File: config.mk
export PLATFORM = sky130hd
export DESIGN_NAME = note_sequencer_flat
export DESIGN_NICKNAME = d
export VERILOG_FILES = /design/src/rtl/seq_pkg.sv /design/src/rtl/note_sequencer_if.sv /design/src/rtl/seq_pattern_ram.sv /design/src/rtl/note_sequencer.sv /design/src/flat_wrapper.sv
export SDC_FILE = /design/constraint.sdc
export NUM_CORES = 1
export LEC_CHECK = 0
export BUFFER_PORTS_ARGS = -buffer_cell sky130_fd_sc_hd__buf_2
export CORE_MARGIN = 8
export CORE_UTILIZATION = 54
export DETAILED_ROUTE_END_ITERATION = 7
export PLACE_DENSITY_LB_ADDON = 0.3
export SKIP_CTS_REPAIR_TIMING = 1
export SLEW_MARGIN = 10
export SYNTH_ARGS = -nofsm -noshare
export SYNTH_HDL_FRONTEND = slang
export SYNTH_SLANG_ARGS = --single-unit
File: constraint.sdc
create_clock -name clk -period 8.8 [get_ports clk]
set_input_delay 0.88 -clock clk [delete_from_list [all_inputs] [get_ports clk]]
set_output_delay 0.88 -clock clk [all_outputs]
set_load 0.05 [all_outputs]
File: src/rtl/seq_pkg.sv
// Package seq_pkg: shared types and constants for the note sequencer.
//   seq_state_e  - sequencer FSM states (IDLE, LOAD, PLAY)
//   NOTE_W/LEN_W - field widths of a pattern entry
//   PERIOD_TABLE - note code -> tone counter period (code 0 = rest = 0)
//   note_of/len_of - field extractors for an 8-bit pattern entry
package seq_pkg;

  localparam int NOTE_W = 4;
  localparam int LEN_W  = 4;
  localparam int ENTRY_W = NOTE_W + LEN_W;

  typedef enum logic [1:0] {
    ST_IDLE = 2'd0,
    ST_LOAD = 2'd1,
    ST_PLAY = 2'd2
  } seq_state_e;

  localparam logic [7:0] PERIOD_TABLE [0:15] = '{
    8'd0,   8'd239, 8'd226, 8'd213, 8'd201, 8'd190, 8'd179, 8'd169,
    8'd160, 8'd151, 8'd142, 8'd134, 8'd127, 8'd119, 8'd113, 8'd106
  };

  function automatic logic [NOTE_W-1:0] note_of(input logic [ENTRY_W-1:0] e);
    return e[ENTRY_W-1:LEN_W];
  endfunction

  function automatic logic [LEN_W-1:0] len_of(input logic [ENTRY_W-1:0] e);
    return e[LEN_W-1:0];
  endfunction

endpackage

File: src/rtl/note_sequencer_if.sv
// Interface note_sequencer_if: all non-clock/reset signals of the note sequencer.
// Optional feature macro: SEQ_LOOP_EN adds the 'loop' control input.
//   control : start, stop, tempo_tick, last_step, (loop)
//   write   : wr_en, wr_addr, wr_data  ([7:4] note, [3:0] len)
//   outputs : period, gate, step, note_start, busy, done, dbg_state
// Modports: master = pattern/control source, slave = sequencer.
// Signalling: start/stop/last_step/loop are levels sampled every clk; tempo_tick
// and wr_en are 1-clk strobes acted on at the rising edge they are seen; there is
// no backpressure (no ready), every strobe is accepted in the cycle it is high.
interface note_sequencer_if #(
  parameter int STEPS  = 16,
  parameter int STEP_W = $clog2(STEPS)
);
  import seq_pkg::*;

  logic              start;
  logic              stop;
  logic              tempo_tick;
  logic [STEP_W-1:0] last_step;
`ifdef SEQ_LOOP_EN
  logic              loop;
`endif
  logic              wr_en;
  logic [STEP_W-1:0] wr_addr;
  logic [7:0]        wr_data;
  logic [7:0]        period;
  logic              gate;
  logic [STEP_W-1:0] step;
  logic              note_start;
  logic              busy;
  logic              done;
  seq_state_e        dbg_state;

  modport master (
`ifdef SEQ_LOOP_EN
    output loop,
`endif
    output start, stop, tempo_tick, last_step, wr_en, wr_addr, wr_data,
    input  period, gate, step, note_start, busy, done, dbg_state
  );

  modport slave (
`ifdef SEQ_LOOP_EN
    input  loop,
`endif
    input  start, stop, tempo_tick, last_step, wr_en, wr_addr, wr_data,
    output period, gate, step, note_start, busy, done, dbg_state
  );

endinterface

File: src/rtl/seq_pattern_ram.sv
// seq_pattern_ram: STEPS x 8-bit pattern register file.
//   clk, reset       - clock, asynchronous active-high reset (clears all entries)
//   wr_en/addr/data  - synchronous write port
//   rd_addr/rd_data  - asynchronous read port (returns pre-write contents in
//                      the cycle of a write to the same address)
module seq_pattern_ram #(
  parameter int STEPS  = 16,
  parameter int STEP_W = $clog2(STEPS)
) (
  input  logic              clk,
  input  logic              reset,
  input  logic              wr_en,
  input  logic [STEP_W-1:0] wr_addr,
  input  logic [7:0]        wr_data,
  input  logic [STEP_W-1:0] rd_addr,
  output logic [7:0]        rd_data
);

  logic [7:0] mem_q [STEPS];
  logic [7:0] mem_d [STEPS];

  always_comb begin
    mem_d = mem_q;
    if (wr_en) mem_d[wr_addr] = wr_data;
  end

  always_ff @(posedge clk or posedge reset) begin
    if (reset) begin
      for (int i = 0; i < STEPS; i++) mem_q[i] <= 8'h00;
    end else begin
      mem_q <= mem_d;
    end
  end

  assign rd_data = mem_q[rd_addr];

endmodule

File: src/rtl/note_sequencer.sv
// note_sequencer: pattern-driven step sequencer feeding a tone counter.
// Optional feature macro: SEQ_LOOP_EN (end of pattern with loop=1 restarts at step 0).
// Ports:
//   clk, reset - clock, asynchronous active-high reset
//   bus        - note_sequencer_if.slave (control, pattern write port, outputs)
// Each step: LOAD (1 clk) reads entry[step] and drives period/gate, then PLAY
// counts len+1 tempo ticks before moving on. gate is left untouched across
// LOAD so consecutive notes do not glitch the counter enable.
module note_sequencer
  import seq_pkg::*;
#(
  parameter int STEPS  = 16,
  parameter int STEP_W = $clog2(STEPS)
) (
  input  logic           clk,
  input  logic           reset,
  note_sequencer_if.slave bus
);

  logic [7:0]        rd_data;

  seq_state_e        state_q,      state_d;
  logic [STEP_W-1:0] step_q,       step_d;
  logic [LEN_W-1:0]  remaining_q,  remaining_d;
  logic [7:0]        period_q,     period_d;
  logic              gate_q,       gate_d;
  logic              note_start_q, note_start_d;
  logic              done_q,       done_d;
  logic              loop_en;

`ifdef SEQ_LOOP_EN
  assign loop_en = bus.loop;
`else
  assign loop_en = 1'b0;
`endif

  seq_pattern_ram #(.STEPS(STEPS), .STEP_W(STEP_W)) u_ram (
    .clk     (clk),
    .reset   (reset),
    .wr_en   (bus.wr_en),
    .wr_addr (bus.wr_addr),
    .wr_data (bus.wr_data),
    .rd_addr (step_q),
    .rd_data (rd_data)
  );

  always_comb begin
    state_d      = state_q;
    step_d       = step_q;
    remaining_d  = remaining_q;
    period_d     = period_q;
    gate_d       = gate_q;
    note_start_d = 1'b0;
    done_d       = 1'b0;

    if (bus.stop) begin
      state_d = ST_IDLE;
      gate_d  = 1'b0;
    end else if (bus.start) begin
      // Start from any state (re)begins playback; gate keeps its value.
      state_d = ST_LOAD;
      step_d  = '0;
    end else begin
      case (state_q)
        ST_LOAD: begin
          remaining_d  = len_of(rd_data);
          period_d     = PERIOD_TABLE[note_of(rd_data)];
          gate_d       = (note_of(rd_data) != '0);
          note_start_d = 1'b1;
          state_d      = ST_PLAY;
        end
        ST_PLAY: begin
          if (bus.tempo_tick) begin
            if (remaining_q != '0) begin
              remaining_d = remaining_q - 1'b1;
            end else if (step_q < bus.last_step) begin
              step_d  = step_q + STEP_W'(1);
              state_d = ST_LOAD;
            end else if (loop_en) begin
              // step > last_step (shrunk mid-play) also lands here.
              step_d  = '0;
              state_d = ST_LOAD;
            end else begin
              state_d = ST_IDLE;
              gate_d  = 1'b0;
              done_d  = 1'b1;
            end
          end
        end
        default: ;
      endcase
    end
  end

  always_ff @(posedge clk or posedge reset) begin
    if (reset) begin
      state_q      <= ST_IDLE;
      step_q       <= '0;
      remaining_q  <= '0;
      period_q     <= 8'h00;
      gate_q       <= 1'b0;
      note_start_q <= 1'b0;
      done_q       <= 1'b0;
    end else begin
      state_q      <= state_d;
      step_q       <= step_d;
      remaining_q  <= remaining_d;
      period_q     <= period_d;
      gate_q       <= gate_d;
      note_start_q <= note_start_d;
      done_q       <= done_d;
    end
  end

  assign bus.period     = period_q;
  assign bus.gate       = gate_q;
  assign bus.step       = step_q;
  assign bus.note_start = note_start_q;
  assign bus.busy       = (state_q != ST_IDLE);
  assign bus.done       = done_q;
  assign bus.dbg_state  = state_q;

endmodule

File: src/flat_wrapper.sv
// flat-port wrapper written by rule: the top's interface ports become plain ports
module note_sequencer_flat import seq_pkg::*;
#(
  parameter int STEPS  = 16,
  parameter int STEP_W = $clog2(STEPS)
)
  (clk, reset, bus_start, bus_stop, bus_tempo_tick, bus_last_step, bus_wr_en, bus_wr_addr, bus_wr_data, bus_period, bus_gate, bus_step, bus_note_start, bus_busy, bus_done, bus_dbg_state);
  note_sequencer_if #(.STEPS(STEPS), .STEP_W(STEP_W)) bus_i ();
  input  logic clk;
  input  logic reset;
  input wire logic [$bits(bus_i.start)-1:0] bus_start;
  input wire logic [$bits(bus_i.stop)-1:0] bus_stop;
  input wire logic [$bits(bus_i.tempo_tick)-1:0] bus_tempo_tick;
  input wire logic [$bits(bus_i.last_step)-1:0] bus_last_step;
  input wire logic [$bits(bus_i.wr_en)-1:0] bus_wr_en;
  input wire logic [$bits(bus_i.wr_addr)-1:0] bus_wr_addr;
  input wire logic [$bits(bus_i.wr_data)-1:0] bus_wr_data;
  output wire logic [$bits(bus_i.period)-1:0] bus_period;
  output wire logic [$bits(bus_i.gate)-1:0] bus_gate;
  output wire logic [$bits(bus_i.step)-1:0] bus_step;
  output wire logic [$bits(bus_i.note_start)-1:0] bus_note_start;
  output wire logic [$bits(bus_i.busy)-1:0] bus_busy;
  output wire logic [$bits(bus_i.done)-1:0] bus_done;
  output wire logic [$bits(bus_i.dbg_state)-1:0] bus_dbg_state;
  assign bus_i.start = bus_start;
  assign bus_i.stop = bus_stop;
  assign bus_i.tempo_tick = bus_tempo_tick;
  assign bus_i.last_step = bus_last_step;
  assign bus_i.wr_en = bus_wr_en;
  assign bus_i.wr_addr = bus_wr_addr;
  assign bus_i.wr_data = bus_wr_data;
  assign bus_period = bus_i.period;
  assign bus_gate = bus_i.gate;
  assign bus_step = bus_i.step;
  assign bus_note_start = bus_i.note_start;
  assign bus_busy = bus_i.busy;
  assign bus_done = bus_i.done;
  assign bus_dbg_state = bus_i.dbg_state;
  note_sequencer #(.STEPS(STEPS), .STEP_W(STEP_W)) u_core (.clk(clk), .reset(reset), .bus(bus_i));
endmodule
---- Yosys cells after proc, flatten, opt, wreduce, memory -nomap -nowiden ----
Memories as Yosys holds them, arrays and structs flattened. A register that Yosys moved wholly into a read port is not among the register bits.
Index checks and enable logic that the tools add are counted.
cells by class
  add/subtract/negate cells ............... 2
  multipliers ............................. 0
  divide/modulo/power cells ............... 0
  $lt $le $gt $ge ......................... 4
  eq/ne operators ......................... 11
  shift-type cells ........................ 0
  muxes and demuxes ....................... 35
  bitwise gates (word level) .............. 5
  reduce and logical (&&, ||, !) cells .... 15
operators by type and width
  kind                                                                      number
  128-bit bitwise mux                                                       1
  8-bit binary-select mux with 4-bit select                                 1
  8-bit demux with 4-bit select                                             1
  4-bit 2-to-1 mux                                                          7
  8-bit 2-to-1 mux                                                          3
  1-bit 2-to-1 mux                                                          15
  4-bit inverter with 5-bit output                                          3
  5-bit AND reduction                                                       3
  4-bit nonzero test                                                        3
  5-bit >= comparator (second input constant)                               2
  2-bit nonzero test                                                        5
  3-bit inequality test (second input constant)                             3
  2-bit 2-to-1 mux                                                          4
  4-bit inequality test (second input constant)                             2
  4-bit case mux with 2 select lines                                        1
  3-bit AND reduction                                                       2
  5-bit by 1-bit < comparator with 1-bit output (second input constant)     1
  4-bit by 1-bit adder with 4-bit output (second input constant)            1
  4-bit < comparator                                                        1
  2-bit by 1-bit inequality test with 1-bit output (second input constant)  2
  2-bit inequality test (second input constant)                             2
  2-bit case mux with 2 select lines                                        1
  4-bit by 1-bit subtractor with 4-bit output (second input constant)       1
  3-bit nonzero test                                                        1
  5 further kinds                                                           6
word-level totals
  bits in registers ....................... 141
  bits in latches ......................... 0
  memory bits (writable) .................. 0
  bits in read-only memories .............. 128
  output and inout port bits .............. 18
  word-level logic and storage cells ...... 95
  memories ................................ 1
memory list
  memory            words  bits a word  read ports  clocked after memory_dff  write ports  line                  source
  (name not given)  16     8            1           1                         0            note_sequencer.sv:67  period_d = PERIOD_TABLE[note_of(rd_data)];

---- Logic depth before layout (Yosys ltp) ----
  depth after elaboration ................. 8
  depth in mapped cells ................... 13

---- Cells and area by module ----
From an unflattened synthesis, not the netlist that was laid out.
unflattened totals
  cells, all modules ...................... 537
  area total of the unflattened synthesis .. 7,423.4 µm²
by module, submodules not included
  module           times used  cells an instance  area an instance (µm²)  sequential area each (µm²)
  seq_pattern_ram  1           369                5,953.2                 3,203.1
  note_sequencer   1           168                1,470.2                 525.5

---- Worst setup path after synthesis ----
No wires, ideal clock.
  path type ............................... register to register
  start point ............................. register u_core.step_q[0] (netlist: u_core.bus.step[0])
  end point ............................... register u_core.period_q[5] (netlist: u_core.bus.period[5])
  arrival time ............................ 2.843 ns
  required time ........................... 8.682 ns
  path slack .............................. 5.839 ns
  cell stages (with the launch flop) ...... 14
  clock period less this slack ............ 2.961 ns
  cell sequence ........................... dfrtp_1 > buf_6 > buf_12 > buf_12 > mux4_1 > a22oi_1 > nand3_1 > inv_1 > ha_1 > inv_1 > nor2_1 > a21oi_1 > a221oi_1 > a21o_1
on the way
  longest elaborated chain between the ends .. 5
ends and longest elaborated chain
  element                                                 line                   source
  start, declared                                         note_sequencer.sv:23   logic [STEP_W-1:0] step_q, step_d;
  start signal, assigned                                  note_sequencer.sv:106  step_q <= step_d;
  4-bit inverter with 5-bit output (not written as such)  seq_pattern_ram.sv:35  assign rd_data = mem_q[rd_addr];
  8-bit binary-select mux with 4-bit select               seq_pattern_ram.sv:35
  8-bit 2-to-1 mux (not written as such) (2 in series)    seq_pattern_ram.sv:35
  4-bit inverter with 5-bit output (not written as such)  note_sequencer.sv:67
  end, declared                                           note_sequencer.sv:25   logic [7:0] period_q, period_d;
No other way between the ends. The select of a mux whose other input is x is not followed.
A chain may end at the register's enable or synchronous reset.

---- Worst setup path in the final report ----
Ends and elaborated chain as after synthesis.

==> results.ini <==
[critical_path]
r2r-start=u_core.bus.step[0]
path_cells=mux4_1, a22oi_1, nand3_1, inv_1, ha_1, inv_1, nor2_1, a21oi_1, a221oi_1, a21o_1
setup.worst_path.end=u_core.bus.period[5]
critPathBufInv=2
crit_family=flip-flops
crit_top_cell=inv_1
r2r_end=u_core.bus.period[5]
startpoint=u_core.bus.step[0]
rr_worst_depth=10
crit_arrival_ns=3.64
worst-path-stages=10
cp.required_ns=9.11
ff2ff_setup_slack_ns=5.47
crit_fanout=38
start_kind=register
crit_path_top_delay_cell=dfrtp_2
max_stage_delay_ns=1.08
cp-end-kind=register
critPathKind=register to register

[final_layout]
drive_gt1_share_pct=38.83
nFillCells=1027
final_cells=740
area_growth_pct=12.42
diodes=0
final_common_cell=dfrtp_1
nets=588
final_cell_mix=dfrtp_1, mux2_2, buf_2, nand2_1, mux4_1

[floorplanning]
initial_core_util_pct=55.06
dieArea_um2=17480
rows=42
core_region_area_um2=13240
ios=40
die_w_um=132.2
fp.dieH_um=132.2

[route]
wl_per_cell_um=21.14
vias=4459
antenna_left=0
firstDrtPassIters=4
viasPerCell=6.026
drtIter0Drc=310
drt_wl_total_um=15650
drcViolationCount=0

[timing]
post-route-period-util_pct=37.89
max_slew.worst_pin.slew_ns=1.205
hold_slack_ns=0.4583
rsz0062_at_grt=no
fin_skew_ns=0.002842
hold_viol_final=0
max_freq_mhz=299.9
drv_slew=0
slew-limit-headroom_pct=19.37
finalSetupTns_ns=0
setup-violations-final=0
fin_ws_ns=5.466
fin_crit_ns=3.334

[status]
status=completed

[grt]
grt_pass1_wl_um=25050
grt_pass1_vias=4708
grt-ovfl-total=0
antenna_found_initial=0
gr-usage-all-layers_pct=18.51
grt_start_max_net_pins=85

[synthesis]
netlist_area_um2=7292
syn_inst=517
synth_top_area_share_pct=51.13
synth.avg_cell_area_um2=14.10
synth_area_leaders=dfrtp_1, mux2_2, mux4_1
synthesis.nets=554
synth.distinct_cells=48
synth_seq_area_share_pct=51.13
synth-seq-cells=149
yosys_warnings=0
yosysTopAreaCell=dfrtp_1

[placement]
gp_congestion=0.8042
portBuffers=39
placed_cells=708
place_ws_ns=5.453
dpl.hpwl_um=10070

[power]
power_mw=2.096
leakage_nw=3.675
irDropWorstVdd_mv=0.1425
power_density_nw_per_um2=255.7

[clock_network]
tritoncts=built
clkTransAtPathRegs_ns=0.06
insertion_delay_ns=0.42
clock_path_buffers=2
htreeDepth=4
clock-root-buffer=clkbuf_16
cts.sinks=149
numCtsBuffers=17

[worst_hold_path]
hold_class=register to register

[flow_run]
drv_cap=0

synthesized netlist by cell type (all sizes together):
cell     count
nor2b        6
o31ai        1
mux4        36
and2         1
a211oi       1
a32o         1
o211ai       1
nand2       28
o22a         1
a211o        1
nor3b        2
ha          15
nand3       11
o21bai       1
nor4         1
a22oi        4
a21o         3
clkbuf      20
a2bb2oi      1
nand4        1
mux2i        5
buf          8
inv         17
o21a         2
o221ai       1
a221oi       2
nand2b       4
mux2       129
dfrtp      149
or4          1
and3         1
clkinv       1
o311ai       1
or3          4
nor2        20
nor3         4
a21oi       12
o21ai       18
a31oi        1
a221o        1
report_power, final:
group          switching [mW]  total [mW]  internal (mW)  leakage, nW
Combinational           0.211       0.424          0.213         1.53
Sequential             0.0820       0.928          0.846         1.84
Clock                   0.269       0.744          0.475        0.300
worst min-delay path by stage:
stage / start / endpoint / slack, ns / cells after the start
3_3_place_gp: u_core.bus.period[6] / u_core.bus.period[6] / 0.45 / 2
5_1_grt: u_core.bus.period[6] / u_core.bus.period[6] / 0.51 / 2
4_1_cts: u_core.bus.period[6] / u_core.bus.period[6] / 0.47 / 2
6_report: u_core.bus.period[6] / u_core.bus.period[6] / 0.46 / 2
2_1_floorplan: u_core.u_ram.mem_q[84] / u_core.u_ram.mem_q[84] / 0.47 / 1
3_5_place_dp: u_core.bus.period[6] / u_core.bus.period[6] / 0.45 / 2
area by class of cell:
| type | instances | area (µm²) | area share, % |
|---|---|---|---|
| clock inverter | 8 | 121.4 | 1.480 |
| multi-input combinational | 322 | 3337 | 40.71 |
| sequential | 149 | 3730 | 45.50 |
| tap | 176 | 220.2 | 2.686 |
| timing repair buffer | 43 | 225.2 | 2.747 |
| inverter | 18 | 72.57 | 0.8852 |
| clock buffer | 24 | 491.7 | 5.998 |
worst min-delay path, delay by kind of cell, from the launching register on:
| family | cells | cell delay [ns] |
|---|---|---|
| and+or+nand+nor | 2 | 0.09 |
| DFF | 1 | 0.34 |
through the flow:
stage	util, %	cell area [µm²]
6_report	61.90	8198
5_1_grt	61.90	8198
4_1_cts	61.90	8198
3_5_place_dp	57.28	7585
3_3_place_gp	57.28	7585
2_1_floorplan	-	7292
flip-flops by register name (all words and copies together) (netlist names):
signal                 cells
u_core.remaining_q         4
u_core.bus.done            1
u_core.bus.dbg_state       2
u_core.bus.step            4
u_core.bus.period          8
u_core.u_ram.mem_q       128
u_core.bus.note_start      1
u_core.bus.gate            1
layer usage:
metal	track usage, %	part of all wire [%]	up-vias
li1	-	-	1994
met1	24.44	46	2321
met2	28.27	47	116
met3	4.459	5.0	28
met4	8.707	2.7	0
met5	0	0	-
kinds of logic after synthesis:
kind of cell	after synthesis	synth area share, %
AOI/OAI and AO/OA	53	4.667
adders and majority gates	15	2.574
buffers and inverters	46	3.106
DFF	149	51.13
muxes	170	32.96
and+or+nand+nor	84	5.560
(Power assumes the default switching activity.)
